`config.mk`:
```
export PLATFORM = sky130hd
export DESIGN_NAME = rca_stream_accumulator
export DESIGN_NICKNAME = d
export VERILOG_FILES = /design/src/rtl/rca_acc_pkg.sv /design/src/rtl/acc_adder_core.sv /design/src/rtl/rca_stream_accumulator.sv
export SDC_FILE = /design/constraint.sdc
export NUM_CORES = 1
export LEC_CHECK = 0
export CAP_MARGIN = 20
export CORE_AREA = 2 2 64 90
export CTS_BUF_LIST = sky130_fd_sc_hd__clkbuf_4 sky130_fd_sc_hd__clkbuf_8 sky130_fd_sc_hd__clkbuf_16
export DETAILED_ROUTE_END_ITERATION = 6
export DIE_AREA = 0 0 66 92
export MAX_ROUTING_LAYER = met4
export PLACE_DENSITY_LB_ADDON = 0.1
export SKIP_LAST_GASP = 1
export SYNTH_ARGS = -nofsm -noshare
export SYNTH_HDL_FRONTEND = slang
export SYNTH_SLANG_ARGS = --single-unit
```
`constraint.sdc`:
```
create_clock -name clk -period 33.3 [get_ports clk]
set_input_delay 9.99 -clock clk [delete_from_list [all_inputs] [get_ports clk]]
set_output_delay 9.99 -clock clk [all_outputs]
set_load 0.01 [all_outputs]
```
`src/rtl/rca_acc_pkg.sv`:
```
// Shared types and defaults for the ripple-carry stream accumulator.
package rca_acc_pkg;

    typedef enum logic [1:0] {
        ST_IDLE,
        ST_ACCUM,
        ST_HOLD
    } state_t;

    localparam int WIDTH_DEF = 32;
    localparam int CNT_W_DEF = 8;

    // Two's-complement overflow: operands agree in sign but the sum does not.
    function automatic logic add_ovf(input logic aMsb, input logic bMsb, input logic sMsb);
        return (aMsb == bMsb) && (sMsb != aMsb);
    endfunction

endpackage

```
`src/rtl/acc_adder_core.sv`:
```
// Combinational WIDTH-bit ripple-carry adder used as the accumulator datapath.
module acc_adder_core #(
    parameter int WIDTH = 32
) (
    input  logic [WIDTH-1:0] a,
    input  logic [WIDTH-1:0] b,
    input  logic             c_in,
    output logic [WIDTH-1:0] sum,
    output logic             c_out
);

    logic carry;

    always_comb begin
        carry = c_in;
        sum   = '0;
        for (int i = 0; i < WIDTH; i++) begin
            sum[i] = a[i] ^ b[i] ^ carry;
            carry  = (a[i] & b[i]) | (carry & (a[i] ^ b[i]));
        end
        c_out = carry;
    end

endmodule

```
`src/rtl/rca_stream_accumulator.sv`:
```
// Streams operands through a ripple-carry adder into a running sum, then holds the result.
// Define SIGNED_OVF_EN to add the sticky signed-overflow output out_ovf.
module rca_stream_accumulator
    import rca_acc_pkg::*;
#(
    parameter int WIDTH = WIDTH_DEF,
    parameter int CNT_W = CNT_W_DEF
) (
    input  logic             clk,
    input  logic             reset,
    input  logic             clear,
    input  logic             in_valid,
    output logic             in_ready,
    input  logic [WIDTH-1:0] in_data,
    input  logic             in_last,
    output logic             out_valid,
    input  logic             out_ready,
    output logic [WIDTH-1:0] out_sum,
    output logic             out_carry,
    output logic [CNT_W-1:0] out_count
`ifdef SIGNED_OVF_EN
    ,
    output logic             out_ovf
`endif
);

    state_t           state_q;
    logic [WIDTH-1:0] acc_q;
    logic             carry_q;
    logic [CNT_W-1:0] count_q;

    logic [WIDTH-1:0] addSum;
    logic             addCarry;
    logic             carry_d;
    logic [CNT_W-1:0] count_d;
    logic             beatAccept;
    logic             clearStats;

    // The accumulator is always zero outside a stream, so the first beat needs no special path.
    acc_adder_core #(.WIDTH(WIDTH)) uAdder (
        .a     (acc_q),
        .b     (in_data),
        .c_in  (1'b0),
        .sum   (addSum),
        .c_out (addCarry)
    );

    always_comb begin
        in_ready   = (state_q != ST_HOLD) && !clear;
        beatAccept = in_valid && in_ready;
        clearStats = (state_q == ST_HOLD) ? out_ready : clear;
        carry_d    = carry_q | addCarry;
        count_d    = (count_q == '1) ? count_q : count_q + 1'b1;
    end

    always_ff @(posedge clk) begin
        if (reset) begin
            state_q <= ST_IDLE;
            acc_q   <= '0;
            carry_q <= 1'b0;
            count_q <= '0;
        end else if (clearStats) begin
            state_q <= ST_IDLE;
            acc_q   <= '0;
            carry_q <= 1'b0;
            count_q <= '0;
        end else if (beatAccept) begin
            state_q <= in_last ? ST_HOLD : ST_ACCUM;
            acc_q   <= addSum;
            carry_q <= carry_d;
            count_q <= count_d;
        end
    end

    assign out_valid = (state_q == ST_HOLD);
    assign out_sum   = out_valid ? acc_q : '0;
    assign out_carry = out_valid & carry_q;
    assign out_count = out_valid ? count_q : '0;

`ifdef SIGNED_OVF_EN
    logic ovf_q;
    logic ovf_d;

    assign ovf_d = ovf_q | add_ovf(acc_q[WIDTH-1], in_data[WIDTH-1], addSum[WIDTH-1]);

    always_ff @(posedge clk) begin
        if (reset || clearStats) begin
            ovf_q <= 1'b0;
        end else if (beatAccept) begin
            ovf_q <= ovf_d;
        end
    end

    assign out_ovf = out_valid & ovf_q;
`endif

endmodule

```
Word level (Yosys, flattened, before mapping)
Cells that the tools add are included.

Register bits after elaboration: 43. Logic and storage cells: 177. Input port bits: 38. Output and inout bits: 43.

Equal/unequal tests: 3. Bitwise operators: 160. Multiplexer cells: 4. Reduce and logical (&&, ||, !) cells: 5. Add/subtract/negate cells: 1.

Operators by type and width (number): bitwise AND 1 bit (64); XOR 1 bit (63); 2-to-1 mux 32 bit (1); bitwise OR 1 bit (32); adder 8 x 1 -> 8 bit, second input constant (1); equality test 8 bit, second input constant (1); 2-to-1 mux 8 bit (1); equality test 2 bit, second input constant (1); logical AND 1 bit (2); 2-to-1 mux 2 bit (1); inequality test 2 bit, second input constant (1); AND reduction 2 bit (1); OR reduction 2 bit (1); zero test 1 bit (1); 2-to-1 mux 1 bit (1); inverter 1 bit (1).

Logic depth before layout (Yosys ltp)
Depth in word-level cells: 64. Gate-level depth with buffers: 37.

By module
A second synthesis with hierarchy kept.

Cell total of the unflattened synthesis: 294. Area total of the unflattened synthesis: 2617.5 µm².

By module, submodules not included: rca_stream_accumulator (area an instance 1939.4 µm², cells each 252, seq. area each 860.8 µm², times used 1); acc_adder_core (area an instance 678.2 µm², cells each 42, seq. area each 0.0 µm², times used 1).

Least setup slack after synthesis
OpenSTA, ideal clock, no wires.

Path type: input port to flip-flop. From: input in_data[0]. To: register acc_q[31]. Setup time: 0.086 ns. Data arrival time: 22.011 ns. Path buffers: 0. Stages on the path: 36. Slack: 11.204 ns. Required time: 33.214 ns. Cells stage by stage: ha_1 > fa_1 > fa_1 > fa_1 > fa_1 > fa_1 > fa_1 > fa_1 > fa_1 > fa_1 > fa_1 > fa_1 > fa_1 > fa_1 > fa_1 > fa_1 > fa_1 > fa_1 > fa_1 > fa_1 > fa_1 > fa_1 > fa_1 > fa_1 > fa_1 > fa_1 > fa_1 > fa_1 > fa_1 > inv_1 > fa_1 > inv_1 > fa_1 > inv_1 > fa_1 > a211oi_1.

Longest elaborated chain between the ends: 62.

RTL lines: start: declaration (RTL line rca_stream_accumulator.sv:14) `input logic [WIDTH-1:0] in_data,`; bitwise AND 1 bit (2 in series) (RTL line acc_adder_core.sv:19) `carry = (a[i] & b[i]) | (carry & (a[i] ^ b[i]));`; bitwise OR 1 bit (RTL line acc_adder_core.sv:19); bitwise AND 1 bit (RTL line acc_adder_core.sv:19); bitwise OR 1 bit (RTL line acc_adder_core.sv:19); bitwise AND 1 bit (RTL line acc_adder_core.sv:19); bitwise OR 1 bit (RTL line acc_adder_core.sv:19); bitwise AND 1 bit (RTL line acc_adder_core.sv:19); bitwise OR 1 bit (RTL line acc_adder_core.sv:19); [45 not listed]; bitwise OR 1 bit (RTL line acc_adder_core.sv:19); bitwise AND 1 bit (RTL line acc_adder_core.sv:19); bitwise OR 1 bit (RTL line acc_adder_core.sv:19); bitwise AND 1 bit (RTL line acc_adder_core.sv:19); bitwise OR 1 bit (RTL line acc_adder_core.sv:19); bitwise AND 1 bit (RTL line acc_adder_core.sv:19); bitwise OR 1 bit (RTL line acc_adder_core.sv:19); XOR 1 bit (RTL line acc_adder_core.sv:18) `sum[i] = a[i] ^ b[i] ^ carry;`; end signal: assignment (RTL line rca_stream_accumulator.sv:69) `acc_q <= addSum;`; end: declaration (RTL line rca_stream_accumulator.sv:28) `logic [WIDTH-1:0] acc_q;`.

Every way passes these cells. A chain may end at the register's enable or synchronous reset.

Worst setup path after layout
Same ends and word-level chain as after synthesis.

==> results.cfg <==
[setup_path]
r2r_start = acc_q[0]$_SDFFE_PP0P_
ff2ff_path_depth = 36
cpMostUsedCell = fa_1
crit_path_start_kind = input pin
cp.required_ps = 33510
cpPeakStageDelay_ps = 410
cp_slowest_cell = clkdlybuf4s50_1
cp.arrival_ps = 22910
worstSetupPathType = input pin to register
endpoint_kind = register
worstSetupStartpoint = in_data[0]
endpoint = acc_q[31]$_SDFFE_PP0P_
worst-path-max-fanout = 1
rr_endpoint = acc_q[31]$_SDFFE_PP0P_
reg2reg_slack_ps = 20400

[synth]
syn_area_per_cell_um2 = 8.98
synth_ff_type = dfxtp_1
async_flop_share_pct = 0
yosysTopAreaCell = dfxtp_1
yosysTopAreaCellShare_pct = 33.5
synth_most_common_cell = nand2_1
synth_common_cells = 65 x nand2_1, 43 x dfxtp_1, 37 x a21oi_1, 37 x and2_1, 31 x fa_1
ys_seq_area_share_pct = 33.5
synth_warnings = 0
synth_cells = 286
synth_edf_count = 0
yosysUniqueCellTypes = 31
synthesis.nets = 357
ys_seq_elements = 43
netlist_area_um2 = 2570
synth_area_leaders = dfxtp_1 34%, fa_1 24%, nand2_1 9.5%

[drt]
drt-total-wl_mm = 5.60
drt_iter0_markers = 69
drc_errors = 0
dr.pass1.iters = 4
ant_nets = 0
viasPerCell = 4.99
wl_per_cell_um = 13.1
vias = 2132

[finish]
area_delta_synth_final_pct = 36.5
final_cells = 427
filler_cell_count = 469
num_antenna_cells = 0
layout-drive-gt1-share_pct = 3.90
nets = 430

[flow_run]
drv_cap = 0

[floorplanning]
dieArea_um2 = 6070
fp.dieH_um = 92
row_count = 32
core_area_um2 = 5370
initial_utilization_pct = 47.9
ioPinCount = 81
fp.dieW_um = 66

[timing]
max_clock_freq_ghz = 0.0440
hold_slack_ps = 469
min_period_over_period_pct = 68.2
skew_ps = 3.32
grt_setup_unrepaired = false
slew_headroom_pct = 39.7
setup_ws_ps = 10590
setup_violations = 0
hold_viol = 0
tns_ps = 0
period_needed_ps = 22710
worstMarginPinSlew_ps = 905
drv_slew = 0

[grt]
grt_max_degree = 41
antenna_found_initial = 0
first_global_vias = 2120
grt_pass1_wl_mm = 9.86
grt_util_all_layers_pct = 21.2
gr-total-overflow = 0

[power_and_ir_drop]
sw_frac_of_total_pct = 25.0
combPwrFrac_pct = 15.0
p_leak_nw = 1.33
powerDensity_nw_per_um2 = 29.2
clockPowerShare_pct = 32.6
total_power_mw = 0.102
p_seq_share_pct = 52.5
switching_power_mw = 0.0256
worst_ir_drop_vdd_uv = 22.0
p_int_mw = 0.0768

[clock_network]
clk_path_buf_depth = 2
numCtsBuffers = 5
root_buffer = clkbuf_8
cts_tree = yes
cts-htree-levels = 2
hold_buffers = 0
cts_setup_buffers = 0
clk_pin_slew_ps = 80
clk_latency_ps = 290
cts_resized = 0
cts_sinks = 43

[status]
status = finished, final reports clean

[min_path]
whs_path_depth = 1
hp-start = carry_q$_SDFFE_PP0P_
hold_path_class = register to register

[place]
hpwl_mm = 3.97
port_buffers = 80
place_ws_ps = 10310
gp_congestion = 0.819
dp.cells = 419
-- power groups by stage --
stage | combinational (mW) | sequential [mW] | clock [mW]
3_5_place_dp | 0.0153 | 0.0550 | 0
6_report | 0.0153 | 0.0537 | 0.0333
3_3_place_gp | 0.0151 | 0.0549 | 0
4_1_cts | 0.0154 | 0.0537 | 0.0344
5_1_grt | 0.0175 | 0.0540 | 0.0367
2_1_floorplan | 0.00776 | 0.0547 | 0
-- worst max-delay path: cells and delay by family --
family / cells / cell delay [ps]
adder cells (fa/ha/maj): 32 / 12110
buffers and inverters: 4 / 610
AO/OA/AOI/OAI: 1 / 200
-- sequential cells by signal, indices dropped and copies added, names as in the netlist --
| signal | count |
|---|---|
| acc_q | 32 |
| count_q | 8 |
| carry_q | 1 |
| state_q | 2 |
-- per-stage QoR --
step	util (%)	instance area, um^2
2_1_floorplan	-	2570
5_1_grt	65.3	3500
3_5_place_dp	63.2	3390
6_report	65.3	3500
4_1_cts	64.8	3480
3_3_place_gp	63.2	3390
-- layout make-up --
cell class,count,area (um^2),area share [%]
flip-flops and latches,43,861,24.6
inverters,10,37.5,1.07
clock buffers,6,82.6,2.36
well taps,68,85.1,2.43
multi-input cells,215,1580,45.1
repair buffers,84,851,24.3
clock inverters,1,5.00,0.143
-- placed cells by master (no fill, tap or decap), types with 2 or more instances in the layout --
| cell | count |
|---|---|
| inv_1 | 10 |
| nand3_1 | 5 |
| and3_1 | 2 |
| fa_1 | 31 |
| clkdlybuf4s50_1 | 80 |
| ha_1 | 2 |
| and2_1 | 38 |
| a211oi_1 | 5 |
| or4_1 | 2 |
| and4_4 | 2 |
| a21oi_1 | 37 |
| o21ai_0 | 3 |
| or3_1 | 2 |
| dfxtp_1 | 43 |
| nand2_1 | 65 |
| o31ai_1 | 2 |
| nor2_1 | 9 |
| clkbuf_8 | 6 |
| buf_4 | 3 |
-- worst min-delay path by stage --
stage	slack [ps]	end
floorplan	430	carry_q$_SDFFE_PP0P_
finish	470	carry_q$_SDFFE_PP0P_
detailed placement	450	carry_q$_SDFFE_PP0P_
global placement	460	state_q[1]$_SDFFE_PP0P_
CTS	470	carry_q$_SDFFE_PP0P_
global route	500	carry_q$_SDFFE_PP0P_
-- kinds of logic after synthesis --
kind of cell               after synthesis  synth area share [%]
AOI/OAI and AO/OA                       52                  11.5
adders and majority gates               33                  25.1
buffers and inverters                   28                  4.87
DFF                                     43                  33.5
and+or+nand+nor                        130                  24.9
-- per-layer routing --
metal	global-route usage [%]	wire (um)
met3	3.80	231
met4	4.08	47
met5	-	0
met2	34.8	2840
met1	27.7	2480
(Power assumes the default switching activity.)
